$ cat src/rtl/ispm_loader.sv
// Boot/debug initiator that streams 64-bit words into instruction SPM or dumps them out,
// one req/gnt (write) or req/rvalid (read) transaction per word, with a request watchdog.
module ispm_loader #(
  parameter int INDEX_WIDTH    = 12,
  parameter int TAG_WIDTH      = 2,
  parameter int LEN_WIDTH      = 16,
  parameter int TIMEOUT_CYCLES = 64
) (
  input  logic                              clk_i,
  input  logic                              rst_i,
  input  logic                              cmd_valid_i,
  output logic                              cmd_ready_o,
  input  logic                              cmd_write_i,
  input  logic [INDEX_WIDTH+TAG_WIDTH-1:0]  cmd_addr_i,
  input  logic [LEN_WIDTH-1:0]              cmd_len_i,
  input  logic                              wr_valid_i,
  output logic                              wr_ready_o,
  input  logic [63:0]                       wr_data_i,
  input  logic [7:0]                        wr_be_i,
  output logic                              rd_valid_o,
  input  logic                              rd_ready_i,
  output logic [63:0]                       rd_data_o,
  output logic                              busy_o,
  output logic                              done_o,
  output logic                              err_o,
  output logic                              spm_data_req_o,
  output logic [INDEX_WIDTH-1:0]            spm_address_index_o,
  output logic [TAG_WIDTH-1:0]              spm_address_tag_o,
  output logic [63:0]                       spm_data_wdata_o,
  output logic                              spm_data_we_o,
  output logic [7:0]                        spm_data_be_o,
  input  logic                              spm_data_gnt_i,
  input  logic                              spm_data_rvalid_i,
  input  logic [63:0]                       spm_data_rdata_i
);

  localparam int AW  = INDEX_WIDTH + TAG_WIDTH;
  localparam int WDW = (TIMEOUT_CYCLES > 2) ? $clog2(TIMEOUT_CYCLES) : 1;
  localparam logic [WDW-1:0] WD_LAST = (TIMEOUT_CYCLES > 0) ? WDW'(TIMEOUT_CYCLES - 1) : '0;

  typedef enum logic [2:0] {
    IDLE, WR_FETCH, WR_REQ, RD_REQ, RD_OUT, DONE
  } state_t;

  state_t               state, state_n;
  logic [AW-1:0]        addr_q;
  logic [LEN_WIDTH-1:0] rem_q;
  logic [63:0]          wdata_q;
  logic [7:0]           be_q;
  logic [63:0]          rdata_q;
  logic [WDW-1:0]       wdog_q;
  logic                 abort_q;

  logic in_req, wr_cpl, rd_cpl, rd_acc, advance, last, timeout;

  assign in_req  = (state == WR_REQ) || (state == RD_REQ);
  assign wr_cpl  = (state == WR_REQ) && spm_data_gnt_i;
  assign rd_cpl  = (state == RD_REQ) && spm_data_rvalid_i;
  assign rd_acc  = (state == RD_OUT) && rd_ready_i;
  assign advance = wr_cpl || rd_acc;
  assign last    = (rem_q == LEN_WIDTH'(1));
  // Abort only when the watchdog is enabled and this cycle brings no completion.
  assign timeout = (TIMEOUT_CYCLES != 0) && in_req && !wr_cpl && !rd_cpl && (wdog_q == WD_LAST);

  always_comb begin
    state_n = state;
    unique case (state)
      IDLE:     if (cmd_valid_i) begin
                  if (cmd_len_i == '0)  state_n = DONE;
                  else if (cmd_write_i) state_n = WR_FETCH;
                  else                  state_n = RD_REQ;
                end
      WR_FETCH: if (wr_valid_i) state_n = WR_REQ;
      WR_REQ:   if (wr_cpl)       state_n = last ? DONE : WR_FETCH;
                else if (timeout) state_n = DONE;
      RD_REQ:   if (rd_cpl)       state_n = RD_OUT;
                else if (timeout) state_n = DONE;
      RD_OUT:   if (rd_acc) state_n = last ? DONE : RD_REQ;
      DONE:     state_n = IDLE;
      default:  state_n = IDLE;
    endcase
  end

  always_ff @(posedge clk_i) begin
    if (rst_i) begin
      state   <= IDLE;
      addr_q  <= '0;
      rem_q   <= '0;
      wdata_q <= '0;
      be_q    <= '0;
      rdata_q <= '0;
      wdog_q  <= '0;
      abort_q <= 1'b0;
    end else begin
      state <= state_n;
      if (state == IDLE && cmd_valid_i) begin
        addr_q  <= cmd_addr_i & ~AW'(7);
        rem_q   <= cmd_len_i;
        abort_q <= 1'b0;
      end
      if (state == WR_FETCH && wr_valid_i) begin
        wdata_q <= wr_data_i;
        be_q    <= wr_be_i;
      end
      if (rd_cpl) rdata_q <= spm_data_rdata_i;
      if (advance) begin
        addr_q <= addr_q + AW'(8);
        rem_q  <= rem_q - LEN_WIDTH'(1);
      end
      // Outside a request the counter sits at 0, so each request starts a fresh count.
      if (in_req) wdog_q <= wdog_q + WDW'(1);
      else        wdog_q <= '0;
      if (timeout) abort_q <= 1'b1;
    end
  end

  assign cmd_ready_o         = (state == IDLE);
  assign wr_ready_o          = (state == WR_FETCH);
  assign rd_valid_o          = (state == RD_OUT);
  assign rd_data_o           = rdata_q;
  assign busy_o              = (state != IDLE);
  assign done_o              = (state == DONE);
  assign err_o               = (state == DONE) && abort_q;
  assign spm_data_req_o      = in_req;
  assign spm_address_index_o = addr_q[INDEX_WIDTH-1:0];
  assign spm_address_tag_o   = addr_q[INDEX_WIDTH +: TAG_WIDTH];
  assign spm_data_we_o       = (state == WR_REQ);
  assign spm_data_wdata_o    = (state == WR_REQ) ? wdata_q : 64'h0;
  assign spm_data_be_o       = (state == WR_REQ) ? be_q : (state == RD_REQ) ? 8'hFF : 8'h00;

endmodule
$ cat config.mk
export PLATFORM = sky130hd
export DESIGN_NAME = ispm_loader
export DESIGN_NICKNAME = d
export VERILOG_FILES = /design/src/rtl/ispm_loader.sv
export SDC_FILE = /design/constraint.sdc
export NUM_CORES = 1
export LEC_CHECK = 0
export CORE_MARGIN = 5
export CORE_UTILIZATION = 43
export CTS_BUF_LIST = sky130_fd_sc_hd__clkbuf_2 sky130_fd_sc_hd__clkbuf_4 sky130_fd_sc_hd__clkbuf_8
export DETAILED_ROUTE_END_ITERATION = 10
export GPL_TIMING_DRIVEN = 1
export PLACE_DENSITY = 0.88
export SYNTH_ARGS = -nofsm -noshare
export SYNTH_HDL_FRONTEND = slang
export SYNTH_SLANG_ARGS = --single-unit
export TNS_END_PERCENT = 10
$ cat constraint.sdc
create_clock -name clk_i -period 2.62 [get_ports clk_i]
set_input_delay 0.393 -clock clk_i [delete_from_list [all_inputs] [get_ports clk_i]]
set_output_delay 0.393 -clock clk_i [all_outputs]
set_load 0.005 [all_outputs]
==> impl_metrics.env <==
export IMPL_status="finished clean"
export IMPL_fmaxAchievable_mhz=407
export IMPL_grt_util_all_layers_pct=23.6
export IMPL_synthDistinctLibCells=51
export IMPL_ys_async_sr_fraction_pct=0
export IMPL_drive_above_1_share_pct=5.07
export IMPL_synth_edf_count=0
export IMPL_synthCells=962
export IMPL_peakVddDrop_mv=0.375
export IMPL_arrival_ns=2.06
export IMPL_end_kind="primary output"
export IMPL_ctsLongestPathBuffers=2
export IMPL_clk_latency_ns=0.45
export IMPL_die_width_um=140
export IMPL_drv_cap=0
export IMPL_maxSlewHeadroom_pct=60.2
export IMPL_clock_sinks=173
export IMPL_rsz0062_at_grt="no"
export IMPL_path_class="flip-flop to primary output"
export IMPL_cts_tree="built"
export IMPL_globalRouteOverflowTotal=0
export IMPL_chipHeight_um=140
export IMPL_drc=0
export IMPL_drv_slew=0
export IMPL_dieArea_sq_um=19600
export IMPL_antenna_left=0
export IMPL_clk_transition_reported_paths_ns=0.10
export IMPL_drt_wl_total_um=24200
export IMPL_antenna_found_initial=0
export IMPL_area_growth_synth_to_final_pct=53.0
export IMPL_htreeDepth=4
export IMPL_cts_root_buf="clkbuf_8"
export IMPL_worst_slew_pin_transition_ns=0.592
export IMPL_hold_class="input port to flip-flop"
export IMPL_num_io_pins=332
export IMPL_grt_pass1_vias=7373
export IMPL_cp_required_ns=2.23
export IMPL_ys_warn_count=0
export IMPL_crit_slowest_cell="clkdlybuf4s50_1"
export IMPL_grt_pass1_wl_um=38100
export IMPL_numCtsBuffers=17
export IMPL_hold_viol=0
export IMPL_critPathMaxStageDelay_ns=0.53
export IMPL_diodes=0
export IMPL_drt_iter0_markers=524
export IMPL_start_kind="flip-flop"
export IMPL_ys_ff_latch=173
export IMPL_initial_core_util_pct=43.7
export IMPL_avgViaCountPerCell=5.25
export IMPL_finalSetupViolCount=0
export IMPL_ys_seq_area_share_pct=47.8
export IMPL_wl_per_cell_um=16.3
export IMPL_fin_util_pct=66.9
export IMPL_instances_no_fill=1483
export IMPL_rows=47
export IMPL_via_count=7784
export IMPL_multi_input_area_sq_um=3470
export IMPL_post_cts_buffers=0
export IMPL_period_share_pct=93.8
export IMPL_cts_hold_buf=0
export IMPL_synth_area_sq_um=7250
export IMPL_regArea_sq_um=3460
export IMPL_setup_tns_ns=0
export IMPL_ys_flop_type="dfxtp_1"
export IMPL_place_inst=1451
export IMPL_power_density_nw_per_um2=604
export IMPL_finalCriticalPeriod_ns=2.46
export IMPL_syn_area_per_cell_sq_um=7.54
export IMPL_port_buffers=325
export IMPL_cts_resized_gates=0
export IMPL_nFillCells=1331
export IMPL_fin_skew_ns=0.0167
export IMPL_cp_max_fo=69
export IMPL_coreArea_sq_um=16600
export IMPL_grt_max_degree=91
export IMPL_crit_path_cell_trace="nand2b_1, inv_1, buf_12, and3_1, clkdlybuf4s50_1"
export IMPL_dr_pass1_iters=7
export IMPL_gp_congestion=0.868
export IMPL_nNetsFinal=1428
export IMPL_p_leak_nw=4.04
export IMPL_dp_hpwl_um=17000
[layout make-up]
| type | instances | area share (%) |
|---|---|---|
| inverters | 9 | 0.305 |
| repair buffers | 342 | 31.2 |
| clock inverters | 15 | 1.39 |
| clock buffers | 17 | 2.11 |
| multi-input cells | 707 | 31.3 |
| well taps | 220 | 2.48 |
| flip-flops and latches | 173 | 31.2 |
[routing by layer]
layer,vias up,part of all wire (%),GRT usage [%]
li1,3829,-,-
met1,3576,39,27.8
met5,-,0,0
met2,314,49,39.3
met3,65,8.3,7.89
met4,0,3.9,10.1
[synthesized netlist by cell type, types with 3 or more instances]
library cell / number / share of area [%]
dfxtp_1: 173 / 48
a21oi_1: 157 / 11
nand2_1: 296 / 15
o311ai_0: 3 / 0.36
nand3_1: 16 / 1.1
inv_1: 9 / 0.47
buf_4: 3 / 0.31
and2_1: 3 / 0.26
a32oi_1: 4 / 0.48
nor2b_1: 4 / 0.35
nor2_1: 49 / 2.5
o211ai_1: 6 / 0.62
buf_1: 3 / 0.16
and3_1: 71 / 6.1
xor2_1: 3 / 0.36
nand2b_1: 6 / 0.52
nor3_1: 6 / 0.41
clkbuf_1: 66 / 3.4
nand4_1: 5 / 0.43
a31oi_1: 14 / 1.2
a22oi_1: 4 / 0.41
o21ai_0: 10 / 0.69
nor4_1: 4 / 0.35
ha_1: 4 / 0.69
a311oi_1: 3 / 0.36
or3_1: 7 / 0.60
a221oi_1: 4 / 0.48
[final timing paths]
kind	start	to	slack, ns	cells after the start
hold / removal	rst_i	wdata_q[4]$_SDFFE_PP0P_	0.45	3
setup / recovery	state[2]$_SDFFE_PP0P_	spm_data_wdata_o[44]	0.16	5
hold reg to reg	wdata_q[55]$_SDFFE_PP0P_	wdata_q[55]$_SDFFE_PP0P_	0.45	2
setup reg to reg	rem_q[6]$_SDFFE_PP0P_	rem_q[13]$_SDFFE_PP0P_	0.43	5
[report_power, final]
part	switching, mW	internal, mW	total, mW
Combinational	1.03	0.854	1.89
Sequential	0.153	2.86	3.01
Clock	1.09	0.708	1.80
[cells in the final DEF, fill, tap and decap left out, drive strengths merged, types with 8 or more instances in the layout]
master / netlist / final
clkbuf: 67 / 17
and3: 71 / 71
inv: 9 / 15
dfxtp: 173 / 173
clkinv: 0 / 8
or3: 8 / 8
a21oi: 157 / 157
clkdlybuf4s50: 0 / 324
buf: 7 / 18
nand3: 16 / 16
a31oi: 14 / 14
nand2: 297 / 297
o21ai: 10 / 10
nor2: 49 / 49
[through the flow]
| step | total power, mW | area (sq um) | setup WS [ns] | hold WS [ns] |
|---|---|---|---|---|
| after floorplan | 4.05 | 7260 | 0.614 | 0.430 |
| after global placement | 4.89 | 10700 | 0.254 | 0.437 |
| after detailed placement | 4.94 | 10700 | 0.180 | 0.442 |
| after CTS | 6.74 | 11100 | 0.128 | 0.423 |
| after global routing | 7.08 | 11100 | 0.00280 | 0.435 |
| final | 6.69 | 11100 | 0.162 | 0.449 |
[state kept, by name, summed over array words and instances, names as in the netlist]
| register | flops |
|---|---|
| wdata_q | 64 |
| rd_data_o | 64 |
| state | 3 |
| addr_q | 11 |
| abort_q | 1 |
| rem_q | 16 |
| wdog_q | 6 |
| be_q | 8 |
[worst max-delay path: cells and delay by family (launching register included)]
family                 cells  cell delay, ns
AND/OR/NAND/NOR            2            0.38
flip-flops                 1            0.33
buffers and inverters      3            0.88
[cell families (layout without fill, tap and decap cells)]
group | after synthesis | count (layout) | synth area share, %
AO/OA/AOI/OAI | 218 | 218 | 17.0
XOR/XNOR | 4 | 4 | 0.483
adder cells (fa/ha/maj) | 4 | 4 | 0.690
buffers and inverters | 84 | 383 | 4.73
flip-flops | 173 | 173 | 47.8
other | 1 | 3 | 0.0517
AND/OR/NAND/NOR | 478 | 478 | 29.2
Power figures use the tool's default switching activity.
